[src/rtl/gpc3103_pkg.sv]
// Shared constants, FSM states and delay-line entry type for the gpc3103 BIST.
// The weights here define the reference sum that the GPC under test must match.
package gpc3103_pkg;

  localparam int VEC_W   = 7;
  localparam int DST_W   = 5;
  localparam int SRC0_W  = 3;
  localparam int SRC2_W  = 1;
  localparam int SRC3_W  = 3;
  localparam int W0      = 1;
  localparam int W2      = 4;
  localparam int W3      = 8;
  localparam int NUM_VEC = 128;

  typedef enum logic [1:0] {
    IDLE,
    RUN,
    DRAIN,
    DONE
  } state_e;

  typedef struct packed {
    logic             valid;
    logic [VEC_W-1:0] vec;
    logic [DST_W-1:0] exp;
  } line_entry_t;

  function automatic logic [DST_W-1:0] popcnt3(input logic [2:0] bits);
    return DST_W'(bits[0]) + DST_W'(bits[1]) + DST_W'(bits[2]);
  endfunction

endpackage

[src/rtl/gpc3103_ref_sum.sv]
// Reference model of the gpc3103_5 compressor: vec {src3,src2,src0} -> weighted sum.
// Purely combinational so it can also serve as a golden model in other benches.
module gpc3103_ref_sum
  import gpc3103_pkg::*;
(
  input  logic [VEC_W-1:0] vec,
  output logic [DST_W-1:0] exp
);

  always_comb begin
    exp = popcnt3(vec[2:0]) * DST_W'(W0)
        + DST_W'(vec[3])    * DST_W'(W2)
        + popcnt3(vec[6:4]) * DST_W'(W3);
  end

endmodule

[src/rtl/gpc3103_bist.sv]
// BIST controller: sweeps all 128 vectors into a GPC under test, compares each
// returned dst against the reference sum after DUT_LATENCY cycles, reports results.
module gpc3103_bist
  import gpc3103_pkg::*;
#(
  parameter int DUT_LATENCY = 0,
  parameter int ERR_W       = 8
) (
  input  logic                clk,
  input  logic                rst_n,
  input  logic                start,
  output logic [SRC0_W-1:0]   src0,
  output logic [SRC2_W-1:0]   src2,
  output logic [SRC3_W-1:0]   src3,
  input  logic [DST_W-1:0]    dst,
  output logic                busy,
  output logic                done,
  output logic                pass,
  output logic [ERR_W-1:0]    err_cnt,
  output logic [VEC_W-1:0]    fail_vec,
  output logic [DST_W-1:0]    fail_dst,
  output logic [DST_W-1:0]    fail_exp
);

  localparam logic [VEC_W-1:0] LAST_VEC   = VEC_W'(NUM_VEC - 1);
  localparam logic [2:0]       DRAIN_LAST = 3'((DUT_LATENCY > 0) ? DUT_LATENCY - 1 : 0);

  state_e            state_q, state_d;
  logic [VEC_W-1:0]  vec_q, vec_d;
  logic [2:0]        drain_q, drain_d;
  logic [ERR_W-1:0]  err_q, err_d;
  logic [VEC_W-1:0]  fail_vec_q, fail_vec_d;
  logic [DST_W-1:0]  fail_dst_q, fail_dst_d;
  logic [DST_W-1:0]  fail_exp_q, fail_exp_d;

  logic [DST_W-1:0]  ref_exp;
  line_entry_t       in_entry;
  line_entry_t       tap;

  gpc3103_ref_sum u_ref_sum (
    .vec (vec_q),
    .exp (ref_exp)
  );

  always_comb begin
    in_entry.valid = (state_q == RUN);
    in_entry.vec   = vec_q;
    in_entry.exp   = ref_exp;
  end

  // Delay line aligns each expected value with the GPC's dst; bypassed when combinational.
  if (DUT_LATENCY > 0) begin : g_line
    line_entry_t line_q [DUT_LATENCY];
    line_entry_t line_d [DUT_LATENCY];

    always_comb begin
      line_d[0] = in_entry;
      for (int i = 1; i < DUT_LATENCY; i++) begin
        line_d[i] = line_q[i-1];
      end
    end

    // NOTE: only the valid bits are reset; vec/exp are don't-care while invalid,
    // so leaving them unreset keeps the shift register free of reset fan-out.
    always_ff @(posedge clk) begin
      if (!rst_n) begin
        for (int i = 0; i < DUT_LATENCY; i++) begin
          line_q[i].valid <= 1'b0;
        end
      end else begin
        line_q <= line_d;
      end
    end

    assign tap = line_q[DUT_LATENCY-1];
  end else begin : g_no_line
    assign tap = in_entry;
  end

  // NOTE: every signal written here gets a default first, so no path leaves it
  // unassigned and no latch can be inferred.
  always_comb begin
    state_d    = state_q;
    vec_d      = vec_q;
    drain_d    = drain_q;
    err_d      = err_q;
    fail_vec_d = fail_vec_q;
    fail_dst_d = fail_dst_q;
    fail_exp_d = fail_exp_q;

    case (state_q)
      IDLE, DONE: begin
        if (start) begin
          state_d    = RUN;
          vec_d      = '0;
          err_d      = '0;
          fail_vec_d = '0;
          fail_dst_d = '0;
          fail_exp_d = '0;
        end
      end
      RUN: begin
        vec_d = vec_q + VEC_W'(1);
        if (vec_q == LAST_VEC) begin
          state_d = (DUT_LATENCY > 0) ? DRAIN : DONE;
          drain_d = '0;
        end
      end
      DRAIN: begin
        if (drain_q == DRAIN_LAST) begin
          state_d = DONE;
        end else begin
          drain_d = drain_q + 3'd1;
        end
      end
      default: state_d = IDLE;
    endcase

    // Tap is never valid in IDLE/DONE, so this cannot collide with the clear above.
    if (tap.valid && (dst != tap.exp)) begin
      err_d = err_q + ERR_W'(1);
      if (err_q == '0) begin
        fail_vec_d = tap.vec;
        fail_dst_d = dst;
        fail_exp_d = tap.exp;
      end
    end
  end

  // NOTE: state is updated with non-blocking assignments so every flop samples
  // the pre-edge values regardless of statement order.
  always_ff @(posedge clk) begin
    if (!rst_n) begin
      state_q    <= IDLE;
      vec_q      <= '0;
      drain_q    <= '0;
      err_q      <= '0;
      fail_vec_q <= '0;
      fail_dst_q <= '0;
      fail_exp_q <= '0;
    end else begin
      state_q    <= state_d;
      vec_q      <= vec_d;
      drain_q    <= drain_d;
      err_q      <= err_d;
      fail_vec_q <= fail_vec_d;
      fail_dst_q <= fail_dst_d;
      fail_exp_q <= fail_exp_d;
    end
  end

  always_comb begin
    src0     = (state_q == RUN) ? vec_q[2:0] : '0;
    src2     = (state_q == RUN) ? vec_q[3:3] : '0;
    src3     = (state_q == RUN) ? vec_q[6:4] : '0;
    busy     = (state_q == RUN) || (state_q == DRAIN);
    done     = (state_q == DONE);
    pass     = done && (err_q == '0);
    err_cnt  = err_q;
    fail_vec = fail_vec_q;
    fail_dst = fail_dst_q;
    fail_exp = fail_exp_q;
  end

endmodule
[config.mk]
export PLATFORM = sky130hd
export DESIGN_NAME = gpc3103_bist
export DESIGN_NICKNAME = d
export VERILOG_FILES = /design/src/rtl/gpc3103_pkg.sv /design/src/rtl/gpc3103_ref_sum.sv /design/src/rtl/gpc3103_bist.sv
export SDC_FILE = /design/constraint.sdc
export NUM_CORES = 1
export LEC_CHECK = 0
export ABC_AREA = 1
export BUFFER_PORTS_ARGS = -buffer_cell sky130_fd_sc_hd__buf_2
export CAP_MARGIN = 15
export CORE_MARGIN = 4
export CORE_UTILIZATION = 45
export DETAILED_ROUTE_END_ITERATION = 10
export PLACE_DENSITY = 0.67
export SLEW_MARGIN = 10
export SYNTH_ARGS = -nofsm -noshare
export SYNTH_HDL_FRONTEND = slang
export SYNTH_HIERARCHICAL = 1
export SYNTH_SLANG_ARGS = --single-unit
[constraint.sdc]
create_clock -name clk -period 3.1 [get_ports clk]
set_input_delay 0.31 -clock clk [delete_from_list [all_inputs] [get_ports clk]]
set_output_delay 0.31 -clock clk [all_outputs]
set_load 0.01 [all_outputs]
==> summary.txt <==
Clock network
  – Cts repair resizes: 0
  – Root buf cell: clkbuf_8
  – Clock Path Buffers: 2
  – CTS Sinks: 37
  – CTS tree: yes
  – Total CTS buffers: 5
  – Setup Buffers After CTS: 0
  – Clock transition at path regs: 0.08 ns
  – CTS Hold Bufs: 0
  – H-tree depth: 2
  – Clock Latency Late Sink: 0.29 ns

Setup path
  – CP max stage cell: fa_1
  – Crit. End Element: register
  – Crit path DAT: 2.47 ns
  – CP Class: reg2reg
  – Buffer and inverter count on the worst path: 0
  – Critical-path cell list: fa_1, nor2_1, nor2_1, nor2_2, nand3_4, nand2_4, nand2_1, a21oi_1
  – Critical path data required time: 3.31 ns
  – Critical path's top delay family: simple AND/OR/NAND/NOR gates
  – Worst R2R Path Depth: 8
  – Top cell by count, worst path: nor2_1
  – CP peak stage delay: 0.51 ns
  – Flop-to-flop setup slack: 0.84 ns
  – CP max FO: 26
  – Critical Path Start Type: register
  – Cell depth of the worst setup path: 8

Global route
  – Number of global-route vias before repair: 2149
  – Remaining Overflow, GRT: 0
  – Initial antenna violation count: 0
  – First-pass GRT wire length: 9.54 mm
  – Largest net degree at the start of global routing: 29
  – Total track usage: 0.181

Synth
  – Top_reg_cell synth: dfxtp_1
  – Most frequent cells after synthesis: nand2_1 (105), inv_1 (54), nand3_1 (43), dfxtp_1 (37)
  – Post-Synthesis Cell Area: 2400 um2
  – Cell accounting for the most synthesized area: dfxtp_1
  – Asr flop ratio synth: 0
  – Most frequent cell after synthesis: nand2_1
  – Seq/Total Area, Yosys: 0.309
  – Top-area cell type share of the netlist area: 0.309
  – Area contributors post-synth: dfxtp_1 (31%), nand2_1 (16%), nand3_1 (9.0%)
  – Yosys warns: 6
  – Yosys cell types: 34
  – Cell count after synthesis: 371
  – Synth Net Count: 389
  – Number of synthesized flops with an enable pin: 0
  – Mapped Avg Cell Area: 6.47 um2
  – Seq cells post-synth: 37

Route
  – Post-route ant nets: 0
  – Routed WL: 5.47 mm
  – Vias per cell: 4.93
  – Avg WL per Cell: 11.5 um
  – Vias: 2340
  – Drt pass-1 iters: 4
  – DRC: 0
  – Initial drt markers: 163

Timing
  – RSZ-0062 raised after global routing: false
  – Clk_skew: 0.00610 ns
  – Final period util: 0.728
  – Tightest Pin Transition: 0.554 ns
  – Final hold violation count: 0
  – Min Tclk post-route: 2.26 ns
  – Final TNS setup: 0 ns
  – Endpoints failing setup: 0
  – Rel. slew slack: 0.631
  – Pins Over Slew Limit: 0
  – Fmax: 443 MHz

Power and ir drop
  – Leak Pwr: 1.31 nW
  – Maximum vdd drop: 0.450 mV
  – Pwr/cell area: 660 nW/um2

Floorplan
  – Core area: 5140 um2
  – Height of the die: 81.0 um
  – Starting Density: 0.467
  – Rows: 26
  – Top Ports: 43
  – Die area: 6560 um2
  – Die Width: 81.0 um

Layout
  – Fill cell count: 590
  – Finished Core Util: 0.529
  – Post-Layout Inst Area: 2720 um2
  – # diodes: 0
  – Nets: 422
  – Area delta synth->final: 13.3%
  – Layout cells sized above 1: 0.168

Placement
  – Post-DP HPWL: 3.89 mm
  – IO Port Bufs: 42
  – GPL Wtd Cong: 0.853
  – Dpl cell area: 2580 um2

Hold path
  – Hold path depth: 3
  – Class of the worst hold path: in2reg

Status
  – Status: complete, no violations

Flow run
  – Max Cap Viol: 0
==> cell usage in the layout (no fill, tap or decap), drive strengths merged <==
cell | netlist | layout
a211oi | 1 | 1
a21oi | 32 | 32
buf | 15 | 43
bufinv | 0 | 2
clkbuf | 2 | 5
clkinv | 1 | 2
dfxtp | 37 | 37
fa | 2 | 2
ha | 8 | 8
inv | 58 | 58
nand2 | 109 | 109
nand3 | 44 | 44
nand4 | 3 | 3
nor2 | 37 | 37
nor3 | 2 | 2
nor3b | 2 | 2
o211ai | 1 | 1
o21ai | 11 | 11
or2 | 1 | 1
xnor2 | 2 | 2
xor2 | 3 | 3
==> per-stage QoR <==
stage	hold WS, ns	setup WS (ns)	power (W)	std cells
4_1_cts	0.319	0.817	0.00182	475
3_3_place_gp	0.482	0.900	0.00130	467
3_5_place_dp	0.492	0.838	0.00132	467
2_1_floorplan	0.462	1.33	0.00120	371
6_report	0.332	0.844	0.00179	475
5_1_grt	0.344	0.629	0.00193	475
==> power breakdown <==
| group | internal, W | switching, W | leakage [nW] |
|---|---|---|---|
| combinational | 0.000224 | 0.000497 | 0.941 |
| sequential | 0.000528 | 0.0000498 | 0.300 |
| clock | 0.000320 | 0.000175 | 0.0681 |
| total | 0.00107 | 0.000722 | 1.31 |
==> worst min-delay path, stage by stage <==
cell and delay, ns:
buf_2 0.16, nand2_1 0.08, a21oi_1 0.03
==> per-layer routing <==
layer  vias up  share of wire  GRT usage
met5         -              0          0
met4         0         0.0097     0.0557
met3         6          0.049     0.0388
met2        60           0.46      0.299
met1      1055           0.48      0.237
li1       1219              -          -
==> path summary, 6_finish.rpt <==
kind	to	startpoint
worst max-delay path	fail_exp[1]	vec_q[2]
worst min-delay path	vec_q[6]	rst_n
worst max register to register	fail_exp[1]	vec_q[2]
worst min register to register	drain_q[2]	drain_q[2]
==> cell type report <==
type	count	area, um2	area share
Tap cell	70	87.6	0.0322
Multi-Input combinational cell	258	1310	0.483
Sequential cell	37	741	0.273
Timing Repair Buffer	43	218	0.0801
Clock inverter	3	65.1	0.0239
Clock buffer	5	68.8	0.0253
Inverter	59	226	0.0833
==> logic make-up (layout without fill, tap and decap cells) <==
group,after synthesis,in the layout,share of synthesized area
flip-flops,37,37,0.309
buffers and inverters,76,110,0.144
AO/OA/AOI/OAI,45,45,0.102
XOR/XNOR,5,5,0.0183
AND/OR/NAND/NOR,198,198,0.368
adder cells (fa/ha/maj),10,10,0.0584
==> state kept, by name, indices dropped and copies added, names as in the netlist <==
name	cells
drain_q	3
err_cnt	8
fail_dst	5
fail_exp	5
fail_vec	7
state_q	2
vec_q	7
No activity file was read; power rests on OpenSTA's default activity.
